File: config.mk
export PLATFORM = sky130hd
export DESIGN_NAME = prg_loader
export DESIGN_NICKNAME = d
export VERILOG_FILES = /design/src/rtl/prg_loader.sv
export SDC_FILE = /design/constraint.sdc
export NUM_CORES = 1
export LEC_CHECK = 0
export CORE_UTILIZATION = 40
export CTS_CLUSTER_DIAMETER = 50
export CTS_CLUSTER_SIZE = 28
export DETAILED_ROUTE_END_ITERATION = 10
export PLACE_DENSITY = 0.65
export SLEW_MARGIN = 40
export SYNTH_ARGS = -nofsm -noshare
export SYNTH_HDL_FRONTEND = slang
export SYNTH_SLANG_ARGS = --single-unit
File: constraint.sdc
create_clock -name clk -period 2.6 [get_ports clk]
set_clock_uncertainty 0.15 [all_clocks]
set_input_delay 0.52 -clock clk [delete_from_list [all_inputs] [get_ports clk]]
set_output_delay 0.52 -clock clk [all_outputs]
set_load 0.05 [all_outputs]
File: src/rtl/prg_loader.sv
// Copies a finished SPI download from the download buffer into system RAM while holding the CPU.
// Define PRG_LOADER_HDR_EN to take the load address from a 2-byte little-endian header.
module prg_loader #(
  parameter logic [15:0] DEFAULT_ADDR = 16'h1001,
  parameter int unsigned BUF_BYTES    = 16384
) (
  input  logic        clk,
  input  logic        reset,
  input  logic        downloading,
  input  logic [15:0] size,
  output logic [13:0] buf_addr,
  input  logic [7:0]  buf_dout,
  output logic [15:0] mem_addr,
  output logic [7:0]  mem_data,
  output logic        mem_we,
  input  logic        mem_ack,
  output logic        cpu_hold,
  output logic        done,
  output logic [15:0] load_addr,
  output logic [15:0] end_addr
);

  typedef enum logic [2:0] {IDLE, DL, HDR_LO, HDR_HI, RD, WR, FIN} state_t;

  localparam logic [15:0] BUF_MAX = 16'(BUF_BYTES);
`ifdef PRG_LOADER_HDR_EN
  localparam logic [15:0] HDR_LEN     = 16'd2;
  localparam state_t      FIRST_STATE = HDR_LO;
`else
  localparam logic [15:0] HDR_LEN     = 16'd0;
  localparam state_t      FIRST_STATE = RD;
`endif

  state_t      state, state_next;
  logic        dl_meta, dl_sync, dl_prev;
  logic        dl_rise, dl_fall;
  logic [15:0] len, len_clamped, idx, written;
  logic        rd_phase;

  // downloading comes from the SPI clock domain, so edges are only taken after two flops
  always_ff @(posedge clk) begin
    if (reset) begin
      dl_meta <= 1'b0;
      dl_sync <= 1'b0;
      dl_prev <= 1'b0;
    end else begin
      dl_meta <= downloading;
      dl_sync <= dl_meta;
      dl_prev <= dl_sync;
    end
  end

  assign dl_rise     = dl_sync & ~dl_prev;
  assign dl_fall     = ~dl_sync & dl_prev;
  assign len_clamped = (size > BUF_MAX) ? BUF_MAX : size;
  assign buf_addr    = idx[13:0];

  always_ff @(posedge clk) begin
    if (reset) state <= IDLE;
    else       state <= state_next;
  end

  // A new download (rising edge) pre-empts any copy in progress
  always_comb begin
    state_next = state;
    case (state)
      IDLE:    if (dl_rise) state_next = DL;
      DL:      if (dl_fall) state_next = FIRST_STATE;
      HDR_LO: begin
        if (dl_rise)            state_next = DL;
        else if (len < 16'd2)   state_next = FIN;
        else if (rd_phase)      state_next = HDR_HI;
      end
      HDR_HI: begin
        if (dl_rise)            state_next = DL;
        else if (rd_phase)      state_next = RD;
      end
      RD: begin
        if (dl_rise)            state_next = DL;
        else if (idx == len)    state_next = FIN;
        else if (rd_phase)      state_next = WR;
      end
      WR: begin
        if (dl_rise)            state_next = DL;
        else if (mem_ack)       state_next = RD;
      end
      FIN:     state_next = IDLE;
      default: state_next = IDLE;
    endcase
  end

  always_comb begin
    cpu_hold = (state == DL) || (state == HDR_LO) || (state == HDR_HI) ||
               (state == RD) || (state == WR);
    mem_we   = (state == WR);
    done     = (state == FIN);
  end

  // rd_phase spends one extra cycle per read so buf_dout is taken two clocks after buf_addr moves
  always_ff @(posedge clk) begin
    if (reset) begin
      len       <= 16'd0;
      idx       <= 16'd0;
      written   <= 16'd0;
      rd_phase  <= 1'b0;
      mem_addr  <= 16'd0;
      mem_data  <= 8'd0;
      load_addr <= 16'd0;
      end_addr  <= 16'd0;
    end else begin
      case (state)
        DL: begin
          if (dl_fall) begin
            len       <= len_clamped;
            idx       <= 16'd0;
            written   <= 16'd0;
            rd_phase  <= 1'b0;
            load_addr <= DEFAULT_ADDR;
          end
        end
        HDR_LO: begin
          if (!dl_rise) begin
            if (len < 16'd2) begin
              load_addr <= 16'd0;
              end_addr  <= 16'd0;
            end else if (rd_phase) begin
              load_addr[7:0] <= buf_dout;
              idx            <= idx + 16'd1;
              rd_phase       <= 1'b0;
            end else begin
              rd_phase <= 1'b1;
            end
          end
        end
        HDR_HI: begin
          if (!dl_rise) begin
            if (rd_phase) begin
              load_addr[15:8] <= buf_dout;
              idx             <= idx + 16'd1;
              rd_phase        <= 1'b0;
            end else begin
              rd_phase <= 1'b1;
            end
          end
        end
        RD: begin
          if (!dl_rise) begin
            if (idx == len) begin
              end_addr <= load_addr + written;
            end else if (rd_phase) begin
              mem_data <= buf_dout;
              mem_addr <= load_addr + idx - HDR_LEN;
              rd_phase <= 1'b0;
            end else begin
              rd_phase <= 1'b1;
            end
          end
        end
        WR: begin
          if (!dl_rise && mem_ack) begin
            idx     <= idx + 16'd1;
            written <= written + 16'd1;
          end
        end
        default: ;
      endcase
    end
  end

endmodule

==> qor.csv <==
stage,metric,value,unit
clocking,Max clock buf depth,2,
finish,n_diodes,0,
global_route,first-pass GRT wire length,28.3,mm
critical_path,Buffers & Inverters on Critical Path,0,
finish,most frequent cells in the layout,"104 x dfxtp_1, 96 x clkdlybuf4s50_1, 69 x nor2_1",
power_and_ir_drop,power share of the sequential group,39.4,%
floorplan,num rows,45,
critical_path,CP endpoint kind,flip-flop,
logic_synthesis,Synth cell types,69,
finish,Multi-input gate area,3890,um^2
min_path,Hold WC Path Type,reg2reg,
min_path,worst hold stages,1,
critical_path,crit-path max FO,4,
floorplan,Initial Util,41.4,%
power_and_ir_drop,Sw Ratio,34.1,%
placed_design,DP Area,7760,um^2
global_route,initial antenna violation count,0,
logic_synthesis,Yosys reg bits,111,
job,max cap viols,0,
placed_design,IO Port Bufs,100,
logic_synthesis,"EDFF count, synth",0,
critical_path,Crit-path slowest cell,fa_2,
finish,post-layout net count,923,
floorplan,chip height,128,um
global_route,total gr overflow,0,
route,Initial DRC Count,462,
clocking,CTS sink cnt,111,
power_and_ir_drop,Worst VDD drop,0.000612,V
route,drt wl/cell,16.6,um
power_and_ir_drop,Pint,3030,uW
finish,register cell area after layout,2230,um^2
critical_path,crit path DAT,2660,ps
global_route,vias in the first global route,5467,
logic_synthesis,Post-Syn Instances,751,
floorplan,core area,15300,um^2
critical_path,critical path's largest stage delay,370,ps
sta,max frequency,390,MHz
finish,Layout area overhead,28.2,%
floorplan,number of top-level pins,101,
route,Vias/cell,5.58,
sta,setup violators final,0,
clocking,CTS root buf,clkbuf_16,
power_and_ir_drop,combinational power share,29.3,%
sta,RSZ-0062 raised after global routing,yes,
sta,Least-Margin Pin Slew,635,ps
sta,worst rel slew slack,57.6,%
logic_synthesis,yosys warns,0,
critical_path,flop2flop setup slack,40,ps
floorplan,chip width,128,um
logic_synthesis,syn_area_per_cell,8.45,um^2
critical_path,worst-path cell chain,"ha_2, fa_2, a211oi_4, o21ai_2, o311a_1, o41ai_2, nor4b_1, a311o_1",
critical_path,"CP delay by family, top",compound AO/OA/AOI/OAI gates,
sta,final worst path period need,2560,ps
floorplan,Die ar.,16400,um^2
finish,share of layout cells above drive strength 1,12.7,%
finish,"commonest non-fill, non-tap cell in the layout",dfxtp_1,
critical_path,nature of the critical path startpoint,flip-flop,
clocking,worst skew pair latency,360,ps
logic_synthesis,Netlist Area Pre-Place,6350,um^2
power_and_ir_drop,switching power,1570,uW
global_route,overall routing resource usage,22.1,%
logic_synthesis,Synthesized Nets,813,
power_and_ir_drop,Lkg Pwr,0.00318,uW
placed_design,detailed placement HPWL,13.8,mm
finish,post-layout util,53.1,%
clocking,Clock transition at path regs,70,ps
power_and_ir_drop,Power Dens Cells,565,nW/um^2
sta,final hold violation count,0,
placed_design,GP Congestion,0.895,
clocking,CTS tree,yes,
critical_path,R2R depth,8,
logic_synthesis,sequential-to-total area share from yosys stat,35.0,%
finish,post-route cell area,8140,um^2
clocking,H-tree Lvls,3,
sta,max-slew violations,0,
route,antenna-violating nets left,0,
critical_path,Critical Path RT,2700,ps
clocking,CTS Buf Count,9,
logic_synthesis,ys flop type,dfxtp_1,
route,drt first pass iters,7,
status,status,"complete, no violations",
route,WL final,17.9,mm
power_and_ir_drop,Clk pwr share,31.3,%
logic_synthesis,ys async rst share,0,%
global_route,pin count of the biggest net entering global routing,39,
route,vias after detailed routing,6006,
critical_path,critical path depth in cells,8,
finish,# fillers,1441,
critical_path,WS Path Type,reg2reg,
route,DRC Markers,0,
sta,Final Cycle Share,98.5,%
-- registers in the layout, indices dropped and copies added (netlist names) --
signal,flops
dl_sync,1
end_addr,16
written,16
dl_meta,1
dl_prev,1
rd_phase,1
load_addr,16
len,16
mem_addr,16
idx,16
mem_data,8
state,3
-- synthesized netlist by cell type, types with 7 or more instances --
cell,count,share of area (%)
xnor2_1,32,4.4
nand4_1,15,1.5
nor3_1,15,1.2
or3_1,10,0.99
xor2_1,26,3.6
dfxtp_1,111,35
and3_1,10,0.99
a21oi_1,67,5.3
buf_4,14,1.7
a211oi_1,9,1.1
nor4_1,15,1.5
a21o_1,9,1.1
and4_1,7,0.97
ha_1,32,6.3
nor2b_1,9,0.89
mux2i_1,22,3.5
nand2_1,58,3.4
clkbuf_1,30,1.8
inv_1,10,0.59
nand3_1,36,2.8
o21ai_0,25,2.0
a22o_1,14,1.9
buf_2,7,0.55
nor2_1,69,4.1
-- power by group through the flow --
| stage | Combinational [uW] | Clock, uW | Sequential [uW] |
|---|---|---|---|
| finish | 1350 | 1440 | 1810 |
| global route | 1450 | 1550 | 1820 |
| CTS | 1320 | 1460 | 1810 |
| detailed placement | 1300 | 0 | 1850 |
| global placement | 1270 | 0 | 1850 |
| floorplan | 813 | 0 | 1890 |
-- cell families (layout without fill, tap and decap cells) --
logic type | after synthesis | count (layout) | share of synthesized area, %
compound gates | 178 | 178 | 18.4
xor+xnor | 58 | 58 | 8.00
fa+ha+maj | 34 | 34 | 6.94
buf+inv | 65 | 180 | 5.05
flops | 111 | 111 | 35.0
mux | 23 | 23 | 3.65
simple gates | 282 | 282 | 22.9
-- final cells by class --
type,count,area share [%]
Clock buffer,11,2.98
Multi-Input combinational cell,575,47.8
Clock inverter,5,0.677
Timing Repair Buffer,152,17.3
Sequential cell,111,27.4
Inverter,12,0.554
Tap cell,211,3.24
-- worst reg2reg max path, cell delays in order, from the launching register on --
cell and delay, ps:
dfxtp_2 350, ha_2 190, fa_2 370, a211oi_4 260
o21ai_2 100, o311a_1 340, o41ai_2 330, nor4b_1 90
a311o_1 270
-- worst paths after layout --
check / startpoint / end
worst max-delay path: load_addr[0]$_SDFFE_PP0P_ / mem_addr[14]$_SDFFE_PP0P_
worst min-delay path: dl_meta$_SDFF_PP0_ / dl_sync$_SDFF_PP0_
worst max register to register: load_addr[0]$_SDFFE_PP0P_ / mem_addr[14]$_SDFFE_PP0P_
worst min register to register: dl_meta$_SDFF_PP0_ / dl_sync$_SDFF_PP0_
-- what timing repair did --
item	in CTS	in global routing
gates cloned	0	0
buffers inserted	0	1
gates resized for setup	2	14
endpoints found under the setup margin	2	5
pin swaps	0	4
hold buffers	0	0
-- metal layers --
metal | share of wire, % | wire (um) | vias up | global-route usage, %
met5 | 0 | 0 | - | 0
met1 | 47 | 8380 | 2854 | 29.8
met3 | 4.8 | 856 | 27 | 3.88
met2 | 47 | 8370 | 173 | 35.5
li1 | - | - | 2952 | -
met4 | 1.7 | 301 | 0 | 7.47
-- per-stage QoR --
stage / worst slack [ps] / hold slack [ps] / std cells / total power (uW) / TNS, ps
after floorplan: -29.1 / 264 / 751 / 2700 / -29.1
after global placement: 12.6 / 267 / 1060 / 3120 / 0
after detailed placement: -41.6 / 279 / 1060 / 3150 / -51.5
after CTS: 5.12 / 297 / 1076 / 4590 / 0
after global routing: -38.7 / 306 / 1077 / 4820 / -77.0
final: 38.4 / 295 / 1077 / 4600 / 0
No activity file was read; power rests on OpenSTA's default activity.
